## src/rtl/cursor_overlay_renderer_pkg.sv

```systemverilog
// Shared constants and types for the TFT43 menu cursor overlay.
// Panel geometry, RGB565 colours, menu layout and period cursor indices.
package cursor_overlay_renderer_pkg;

  localparam int unsigned LCD_W     = 480;
  localparam int unsigned LCD_H     = 272;
  localparam int unsigned X_W       = 10;
  localparam int unsigned Y_W       = 9;
  localparam int unsigned COLOR_W   = 16;
  localparam int unsigned CURSOR_W  = 4;
  localparam int unsigned PERIODS_W = 3;
  localparam int unsigned ROW_W     = 4;

  localparam logic [COLOR_W-1:0] COLOR_BLACK  = 16'h0000;
  localparam logic [COLOR_W-1:0] CURSOR_COLOR = 16'hF800;
  localparam logic [COLOR_W-1:0] ACTIVE_COLOR = 16'h07E0;

  localparam int unsigned ZCURSOR_INDEX_PERIOD1 = 0;
  localparam int unsigned ZCURSOR_INDEX_PERIOD2 = 1;
  localparam int unsigned ZCURSOR_INDEX_PERIOD3 = 2;
  localparam int unsigned ZCURSOR_INDEX_PERIOD4 = 3;
  localparam int unsigned ZCURSOR_INDEX_PERIOD5 = 4;
  localparam int unsigned MAX_CURSOR_INDEX      = 10;

  localparam int unsigned NUM_ITEMS    = 11;
  localparam int unsigned ITEM_X0      = 400;
  localparam int unsigned ITEM_H       = 24;
  localparam int unsigned BORDER_W     = 2;
  localparam int unsigned BLINK_FRAMES = 30;
  localparam int unsigned MENU_H       = NUM_ITEMS * ITEM_H;

  // Stage-1 result carried to the colour select stage.
  typedef struct packed {
    logic               valid;
    logic               cursor_hit;
    logic               active_hit;
    logic [COLOR_W-1:0] bg;
  } stage1_t;

endpackage

```

## src/rtl/cursor_blink_timer.sv

```systemverilog
// Frame-counted blink phase for the cursor border.
// Restarts in the visible phase on a cursor move or while disabled.
module cursor_blink_timer
  import cursor_overlay_renderer_pkg::*;
(
  input  logic clk,
  input  logic rst_n,
  input  logic en,
  input  logic frame_start,
  input  logic cursor_changed,
  output logic phase
);

  localparam int unsigned CNT_W = $clog2(BLINK_FRAMES);

  logic [CNT_W-1:0] cnt;

  always_ff @(posedge clk or negedge rst_n) begin
    if (!rst_n) begin
      cnt   <= '0;
      phase <= 1'b1;
    end else if (!en || cursor_changed) begin
      cnt   <= '0;
      phase <= 1'b1;
    end else if (frame_start) begin
      if (cnt == CNT_W'(BLINK_FRAMES - 1)) begin
        cnt   <= '0;
        phase <= ~phase;
      end else begin
        cnt <= cnt + CNT_W'(1);
      end
    end
  end

endmodule

```

## src/rtl/cursor_overlay_renderer.sv

```systemverilog
// Two-stage pixel pipeline overlaying the menu cursor border and active-period fill.
// Menu state is shadowed per frame; the frame-start pixel bypasses to the live inputs.
module cursor_overlay_renderer
  import cursor_overlay_renderer_pkg::*;
(
  input  logic                 clk,
  input  logic                 rst_n,
  input  logic                 en,
  input  logic [CURSOR_W-1:0]  iCursor_Index,
  input  logic [PERIODS_W-1:0] iActive_Periods_Num,
  input  logic                 iFrame_Start,
  input  logic                 iPixel_Valid,
  input  logic [X_W-1:0]       iPixel_X,
  input  logic [Y_W-1:0]       iPixel_Y,
  input  logic [COLOR_W-1:0]   iBg_Color,
  output logic                 oPixel_Valid,
  output logic [COLOR_W-1:0]   oPixel_Color,
  output logic                 oBlink_Phase
);

  logic [CURSOR_W-1:0]  shadow_cursor;
  logic [PERIODS_W-1:0] shadow_periods;
  logic [CURSOR_W-1:0]  eff_cursor;
  logic [PERIODS_W-1:0] eff_periods;
  logic                 cursor_changed;
  logic [ROW_W-1:0]     row;
  logic [Y_W-1:0]       row_base;
  logic [Y_W-1:0]       y_off;
  logic                 hit;
  logic                 border;
  logic                 blink_phase;
  stage1_t              s1_d;
  stage1_t              s1_q;

  // Frame-coherent menu state, cleared while the overlay is disabled.
  always_ff @(posedge clk or negedge rst_n) begin
    if (!rst_n) begin
      shadow_cursor  <= '0;
      shadow_periods <= '0;
    end else if (!en) begin
      shadow_cursor  <= '0;
      shadow_periods <= '0;
    end else if (iFrame_Start) begin
      shadow_cursor  <= iCursor_Index;
      shadow_periods <= iActive_Periods_Num;
    end
  end

  always_comb begin
    eff_cursor     = iFrame_Start ? iCursor_Index : shadow_cursor;
    eff_periods    = iFrame_Start ? iActive_Periods_Num : shadow_periods;
    cursor_changed = en && iFrame_Start && (iCursor_Index != shadow_cursor);
  end

  // Item row via a comparator chain against the item top edges.
  always_comb begin
    row      = '0;
    row_base = '0;
    for (int unsigned i = 1; i < NUM_ITEMS; i++) begin
      if (iPixel_Y >= Y_W'(i * ITEM_H)) begin
        row      = ROW_W'(i);
        row_base = Y_W'(i * ITEM_H);
      end
    end
  end

  always_comb begin
    y_off  = iPixel_Y - row_base;
    hit    = (iPixel_X >= X_W'(ITEM_X0)) && (iPixel_X < X_W'(LCD_W)) &&
             (iPixel_Y < Y_W'(MENU_H));
    border = (iPixel_X < X_W'(ITEM_X0 + BORDER_W)) ||
             (iPixel_X >= X_W'(LCD_W - BORDER_W)) ||
             (y_off < Y_W'(BORDER_W)) ||
             (y_off >= Y_W'(ITEM_H - BORDER_W));

    s1_d            = '0;
    s1_d.valid      = iPixel_Valid;
    s1_d.bg         = iBg_Color;
    s1_d.cursor_hit = en && hit && border && (row == ROW_W'(eff_cursor)) &&
                      (eff_cursor <= CURSOR_W'(MAX_CURSOR_INDEX));
    s1_d.active_hit = en && hit && (row == ROW_W'(eff_periods)) &&
                      (eff_periods <= PERIODS_W'(ZCURSOR_INDEX_PERIOD5));
  end

  always_ff @(posedge clk or negedge rst_n) begin
    if (!rst_n) begin
      s1_q <= '0;
    end else begin
      s1_q <= s1_d;
    end
  end

  // Stage 2: border beats fill beats background.
  always_ff @(posedge clk or negedge rst_n) begin
    if (!rst_n) begin
      oPixel_Valid <= 1'b0;
      oPixel_Color <= COLOR_BLACK;
    end else begin
      oPixel_Valid <= s1_q.valid;
      if (s1_q.cursor_hit && blink_phase) begin
        oPixel_Color <= CURSOR_COLOR;
      end else if (s1_q.active_hit) begin
        oPixel_Color <= ACTIVE_COLOR;
      end else begin
        oPixel_Color <= s1_q.bg;
      end
    end
  end

  cursor_blink_timer u_blink (
    .clk            (clk),
    .rst_n          (rst_n),
    .en             (en),
    .frame_start    (iFrame_Start),
    .cursor_changed (cursor_changed),
    .phase          (blink_phase)
  );

  assign oBlink_Phase = blink_phase;

endmodule

```

## config.mk

```make
export PLATFORM = sky130hd
export DESIGN_NAME = cursor_overlay_renderer
export DESIGN_NICKNAME = d
export VERILOG_FILES = /design/src/rtl/cursor_overlay_renderer_pkg.sv /design/src/rtl/cursor_blink_timer.sv /design/src/rtl/cursor_overlay_renderer.sv
export SDC_FILE = /design/constraint.sdc
export NUM_CORES = 1
export LEC_CHECK = 0
export BUFFER_PORTS_ARGS = -buffer_cell sky130_fd_sc_hd__buf_2
export CORE_MARGIN = 1
export CORE_UTILIZATION = 35
export CTS_BUF_LIST = sky130_fd_sc_hd__clkbuf_16
export CTS_CLUSTER_DIAMETER = 40
export CTS_CLUSTER_SIZE = 20
export DETAILED_ROUTE_END_ITERATION = 7
export HOLD_SLACK_MARGIN = 0.08
export PLACE_DENSITY = 0.56
export SYNTH_ARGS = -nofsm -noshare
export SYNTH_HDL_FRONTEND = slang
export SYNTH_SLANG_ARGS = --single-unit
```

## constraint.sdc

```tcl
create_clock -name clk -period 1.58 [get_ports clk]
set_clock_uncertainty 0.2 [all_clocks]
set_input_delay 0.079 -clock clk [delete_from_list [all_inputs] [get_ports clk]]
set_output_delay 0.079 -clock clk [all_outputs]
set_load 0.01 [all_outputs]
```

==> results.sh, run 1 <==
export IMPL_hold_depth=3
export IMPL_p_sw_frac=0.2505
export IMPL_grt_pass1_vias=2187
export IMPL_wirelength_um=5923
export IMPL_antenna_found_initial=0
export IMPL_clock_tree_buffer_depth=2
export IMPL_whs_ps=-60.80
export IMPL_ys_async_sr_fraction=1.000
export IMPL_cap_viol_max_count=0
export IMPL_areaGrowthSynthToFinish_pct=50.90
export IMPL_viasPerCell=4.755
export IMPL_syn_area_per_cell_sq_um=10.55
export IMPL_ys_top_cells_by_area="dfrtp_1 48%, ha_1 3.5%, a21oi_1 2.8%"
export IMPL_combPwrFrac=0.209
export IMPL_yosysMostFrequentCell="dfrtp_1"
export IMPL_p_switching_mw=0.7407
export IMPL_slowest_delay_ps=540
export IMPL_gp_congestion=0.7466
export IMPL_netlist_area_sq_um=2510
export IMPL_clkTransAtPathRegs_ps=60
export IMPL_fin_crit_ps=2613
export IMPL_crit_type="in2reg"
export IMPL_rsz0062_at_grt="yes"
export IMPL_vdd_drop_max_v=0.0005906
export IMPL_clock_sinks=49
export IMPL_postCtsHoldBufs=24
export IMPL_fin_crit_sh=1.654
export IMPL_synth_commonest_cells="48 x dfrtp_1, 14 x a21oi_1, 14 x o21ai_0"
export IMPL_final_hold_viol_count=1
export IMPL_hp_start="iActive_Periods_Num[1]"
export IMPL_dpl_hpwl_um=4137
export IMPL_yosys_cell_types_count=59
export IMPL_die_y_um=86.68
export IMPL_ys_seq_elements=49
export IMPL_cp_end_kind="flip-flop"
export IMPL_drtIter0Drc=71
export IMPL_grt_pass1_wl_um=10110
export IMPL_h_tree_depth=2
export IMPL_grt_usage=0.1732
export IMPL_clock_latency_ps=280
export IMPL_remaining_drc_errors=0
export IMPL_drive_above_1_share=0.3934
export IMPL_cp_required_ps=1530
export IMPL_cp_start_kind="primary input"
export IMPL_fin_nets=420
export IMPL_cts_tree="yes"
export IMPL_hold_path_class="in2reg"
export IMPL_port_buffers=62
export IMPL_synth_edf_count=0
export IMPL_cp_max_fo=4
export IMPL_seq_area_frac_synth=0.4890
export IMPL_wl_per_cell_um=12.82
export IMPL_dieArea_sq_um=7513
export IMPL_num_vias=2197
export IMPL_worst_path_max_delay_cell="fa_2"
export IMPL_power_frac_seq=0.449
export IMPL_nFillCells=609
export IMPL_violations="hold timing, setup timing"
export IMPL_syn_nets=293
export IMPL_grt_max_degree=35
export IMPL_fp_row_count=30
export IMPL_slew_headroom=0.7525
export IMPL_antenna_cells=0
export IMPL_die_x_um=86.68
export IMPL_fmax_mhz=382.7
export IMPL_initial_utilization=0.3654
export IMPL_post_route_util=0.5514
export IMPL_p_clk_frac=0.342
export IMPL_ff2ff_path_depth=4
export IMPL_maxSlewViolCount=0
export IMPL_cts_root_buf="clkbuf_16"
export IMPL_rrSetupSlack_ps=-210
export IMPL_yosys_area_top_type_share=0.4786
export IMPL_power_density_nw_per_um2=780.8
export IMPL_p_leak_nw=1.728
export IMPL_yosysTopAreaCell="dfrtp_1"
export IMPL_cell_internal_pwr_mw=2.216
export IMPL_setup_tns_ps=-1788
export IMPL_ios=65
export IMPL_critical_path_arrival_ps=2570
export IMPL_drt_pass1_iterations=4
export IMPL_reg2reg_from="shadow_cursor[3]$_DFF_PN0_"
export IMPL_synth_cells=238
export IMPL_synth_ff_type="dfrtp_1"
export IMPL_finalPower_mw=2.957
export IMPL_cts_made_buffers=5
export IMPL_grt_overflow=0
export IMPL_fin_ws_ps=-1033
export IMPL_crit_chain="buf_6 > or2b_1 > a2111o_1 > a221oi_4 > nor2_1 > ha_2 > fa_2 > o22ai_1 > a31o_2 > a2111oi_4 > a211oi_2"
export IMPL_coreArea_sq_um=6869
export IMPL_setup_viol=8
export IMPL_hold_end="shadow_periods[1]$_DFF_PN0_"
export IMPL_worstMarginPinSlew_ps=361.8
export IMPL_yosys_warnings=0
export IMPL_status="complete, but fails checks"
export IMPL_ant_nets=0
export IMPL_r2r_end="s1_q[17]$_DFF_PN0_"
-- kinds of logic after synthesis --
logic type	Yosys count	synth area share
flops	49	0.4890
fa+ha+maj	8	0.04287
xor+xnor	6	0.02094
mux	8	0.03739
buf+inv	26	0.04437
simple gates	76	0.1760
compound gates	65	0.1894
-- repair_timing --
| action | 4_1_cts | 5_1_grt |
|---|---|---|
| gates resized for setup | 20 | 13 |
| setup endpoints to repair | 6 | 42 |
| pin swaps | 15 | 6 |
| endpoints found under the hold margin | 76 | 2 |
| buffers inserted | 6 | 2 |
-- how the worst max path moves through the flow --
stage | to | cells past startpoint | from | slack [ps]
floorplan | s1_q[17]$_DFF_PN0_ | 11 | iPixel_Y[5] | -1260
global placement | s1_q[17]$_DFF_PN0_ | 11 | iPixel_Y[5] | -1440
detailed placement | s1_q[17]$_DFF_PN0_ | 11 | iPixel_Y[5] | -1470
CTS | s1_q[17]$_DFF_PN0_ | 12 | iPixel_Y[5] | -1050
global route | s1_q[17]$_DFF_PN0_ | 12 | iPixel_Y[6] | -1140
finish | s1_q[17]$_DFF_PN0_ | 11 | iPixel_Y[6] | -1030
-- critical path, delay by kind of cell --
| kind | cells | cell delay [ps] |
|---|---|---|
| buf+inv | 1 | 90 |
| simple gates | 2 | 300 |
| compound gates | 6 | 1380 |
| fa+ha+maj | 2 | 720 |
-- final cells by class --
cell class,count,area [sq um],share of cell area
multi-input cells,163,1297,0.3426
flip-flops and latches,49,1227,0.3241
repair buffers,133,949.7,0.2507
clock buffers,5,125.1,0.03304
well taps,96,120.1,0.03171
inverters,13,48.80,0.01288
clock inverters,3,18.77,0.004955
-- power by group through the flow --
stage                     logic (mW)  registers (mW)  clock network [mW]
after global routing           0.685            1.33                1.11
after detailed placement       0.512            1.35                   0
after floorplan                0.263            1.36                   0
final                          0.618            1.33                1.01
after CTS                      0.608            1.33                1.04
after global placement         0.505            1.35                   0
-- per-stage QoR --
stage               std cells  setup WS [ps]  instance area (sq um)
finish                    462          -1033                   3787
global route              462          -1138                   3787
detailed placement        424          -1473                   3219
floorplan                 238          -1261                   2539
global placement          424          -1436                   3219
CTS                       462          -1055                   3741
-- flip-flops by register name, indices dropped and copies added (netlist names) --
name and flops:
shadow_cursor 4, shadow_periods 3, oPixel_Valid 1, u_blink.cnt 5, s1_q 19, u_blink.phase 1
oPixel_Color 16
-- per-layer routing --
metal	part of all wire	global-route usage
met1	0.45	0.2177
met2	0.51	0.3074
met3	0.030	0.03524
met4	0.0084	0.03636
met5	0	0
-- placed cells by master (no fill, tap or decap), types with 3 or more instances in the layout --
master / netlist / routed
xnor2_1: 5 / 4
nand3_1: 4 / 4
nor2b_1: 11 / 11
or3_1: 5 / 3
nand2b_1: 6 / 5
o21ai_0: 14 / 9
buf_6: 1 / 5
ha_1: 7 / 5
clkbuf_16: 0 / 5
nand3b_1: 3 / 3
a211o_1: 3 / 3
o21ai_1: 0 / 4
and2_1: 6 / 6
dlygate4sd3_1: 0 / 24
inv_1: 13 / 14
nor3_1: 6 / 6
buf_4: 1 / 42
buf_2: 2 / 59
nand2_1: 10 / 10
nor2_1: 9 / 9
dfrtp_1: 48 / 48
mux2i_1: 6 / 5
o21a_1: 6 / 6
a21oi_1: 14 / 13
No activity file was read; power rests on OpenSTA's default activity.
==> inputs of run 2 (changes only) <==
- HOLD_SLACK_MARGIN: 0.08 -> 0.12
==> run 2 against run 1 <==
The flow still finishes with violations (hold timing, setup timing). Total power is essentially flat. Worst hold slack gained 0.64 ps. Final cell count is the same. Count of clock-buffer cells in the layout is the same. Sequential share of layout area is the same. Sequential power is essentially flat. Critical path depth is the same. Combinational power is essentially flat. Die area is the same. Flip-flop and latch count is the same. Global-route usage is the same. Critical endpoint unchanged.
==> results.sh, run 2 (synthesis results as in run 1) <==
export IMPL_remaining_drc_errors=0
export IMPL_antenna_found_initial=0
export IMPL_multi_input_area_sq_um=1297
export IMPL_dieArea_sq_um=7513
export IMPL_cp_start_kind="primary input"
export IMPL_power_density_nw_per_um2=780.5
export IMPL_fin_ws_ps=-1033
export IMPL_worst_path_max_delay_cell="fa_2"
export IMPL_crit_chain="buf_6 > or2b_1 > a2111o_1 > a221oi_4 > nor2_1 > ha_2 > fa_2 > o22ai_1 > a31o_2 > a2111oi_4 > a211oi_2"
export IMPL_die_y_um=86.68
export IMPL_hold_path_class="in2reg"
export IMPL_drive_above_1_share=0.3934
export IMPL_slowest_delay_ps=540
export IMPL_design_area_sq_um=3787
export IMPL_num_vias=2202
export IMPL_grtUsageMet1=0.2183
export IMPL_grt_pass1_wl_um=10120
export IMPL_dp_slack_ps=-1473
export IMPL_crit_type="in2reg"
export IMPL_cp_end_kind="flip-flop"
export IMPL_dpl_instance_area_sq_um=3219
export IMPL_maxSlewViolCount=0
export IMPL_fin_nets=420
export IMPL_whs_ps=-60.16
export IMPL_cp_required_ps=1530
export IMPL_viasPerCell=4.766
export IMPL_fmax_mhz=382.8
export IMPL_grt_busiest_layer="met2"
export IMPL_die_x_um=86.68
export IMPL_worstMarginPinSlew_ps=361.8
export IMPL_grt_pass1_vias=2192
export IMPL_top_register="s1_q"
export IMPL_wl_per_cell_um=12.81
export IMPL_grt_usage=0.1732
export IMPL_clock_tree_buffer_depth=2
export IMPL_wirelength_um=5917
export IMPL_slew_headroom=0.7525
export IMPL_nFillCells=612
export IMPL_largest_reg_flops=19
export IMPL_ios=65
export IMPL_grt_max_degree=35
export IMPL_p_leak_nw=1.728
export IMPL_fin_crit_ps=2613
export IMPL_initial_utilization=0.3654
export IMPL_antenna_cells=0
export IMPL_vdd_drop_max_v=0.0005916
export IMPL_fin_crit_sh=1.653
export IMPL_grt_use_met3=0.03524
export IMPL_cp_max_fo=4
export IMPL_gp_congestion=0.7466
export IMPL_final_common_cell="buf_2"
export IMPL_critical_path_arrival_ps=2570
export IMPL_port_buffers=62
export IMPL_top_regs="s1_q x19, oPixel_Color x16, u_blink.cnt x5"
export IMPL_final_hold_viol_count=1
export IMPL_rsz0062_at_grt="yes"
export IMPL_register_area_sq_um=1227
export IMPL_clock_latency_ps=280
export IMPL_cap_viol_max_count=0
export IMPL_clkTransAtPathRegs_ps=60
export IMPL_postCtsHoldBufs=24
export IMPL_cts_root_buf="clkbuf_16"
export IMPL_use_met2=0.3066
export IMPL_setup_viol=8
export IMPL_coreArea_sq_um=6869
export IMPL_clock_sinks=49
export IMPL_cts_made_buffers=5
export IMPL_fp_row_count=30
export IMPL_ant_nets=0
export IMPL_layout_common_cells="59 x buf_2, 48 x dfrtp_1, 42 x buf_4"
export IMPL_violations="hold timing, setup timing"
export IMPL_h_tree_depth=2
export IMPL_drt_pass1_iterations=4
export IMPL_cts_tree="yes"
export IMPL_dpl_hpwl_um=4137
export IMPL_status="complete, but fails checks"
export IMPL_drtIter0Drc=79
export IMPL_areaGrowthSynthToFinish_pct=50.90
export IMPL_grt_overflow=0
run 2: cell counts in the layout (fill, tap and decap cells not counted):
No cell type changed its count.
run 2: layout make-up:
cell class,instances,share of cell area
clock buffer,5,0.03304
tap,96,0.03171
timing repair buffer,133,0.2507
sequential,49,0.3241
inverter,13,0.01288
clock inverter,3,0.004955
multi-input combinational,163,0.3426
run 2: path summary, 6_finish.rpt:
check / from / to / slack, ps / depth (start not counted)
max: iPixel_Y[6] / s1_q[17]$_DFF_PN0_ / -1030 / 11
min: iActive_Periods_Num[1] / shadow_periods[1]$_DFF_PN0_ / -60 / 3
max reg2reg: shadow_cursor[3]$_DFF_PN0_ / s1_q[17]$_DFF_PN0_ / -210 / 4
min reg2reg: s1_q[18]$_DFF_PN0_ / oPixel_Valid$_DFF_PN0_ / 170 / 0
max in group asynchronous: rst_n / oPixel_Color[4]$_DFF_PN0_ / 150 / 4
min in group asynchronous: rst_n / u_blink.cnt[1]$_DFFE_PN0P_ / 580 / 3
run 2: power breakdown:
group	internal [mW]	total (mW)	switching [mW]
registers	1.31	1.33	0.0183
clock network	0.580	1.01	0.430
logic	0.326	0.618	0.291
total	2.22	2.96	0.740
run 2: per-stage QoR:
| stage | TNS (ps) | hold slack (ps) | power, mW | utilization | std cells |
|---|---|---|---|---|---|
| detailed placement | -2389 | -172.6 | 1.862 | 0.4687 | 424 |
| finish | -1794 | -60.16 | 2.956 | 0.5514 | 462 |
| global route | -2641 | -42.92 | 3.124 | 0.5514 | 462 |
| floorplan | -1610 | -416.6 | 1.626 | - | 238 |
| global placement | -2242 | -169.6 | 1.855 | 0.4687 | 424 |
| CTS | -1519 | -62.74 | 2.975 | 0.5446 | 462 |
run 2: worst max-delay path: cells and delay by family:
kind,cells,cell delay (ps)
AND/OR/NAND/NOR,2,300
AO/OA/AOI/OAI,6,1380
adder cells (fa/ha/maj),2,720
buffers and inverters,1,90
run 2: repair_timing:
action	in CTS	in global routing
pin swaps	15	6
gates resized for setup	20	13
cloned	0	0
hold endpoints to repair	76	4
buffers inserted	6	2
endpoints found under the setup margin	6	42
run 2: layer usage:
layer | vias to the layer above | part of all wire
met5 | - | 0
met4 | 0 | 0.0085
met3 | 6 | 0.030
met2 | 42 | 0.51
met1 | 1048 | 0.45
li1 | 1106 | -
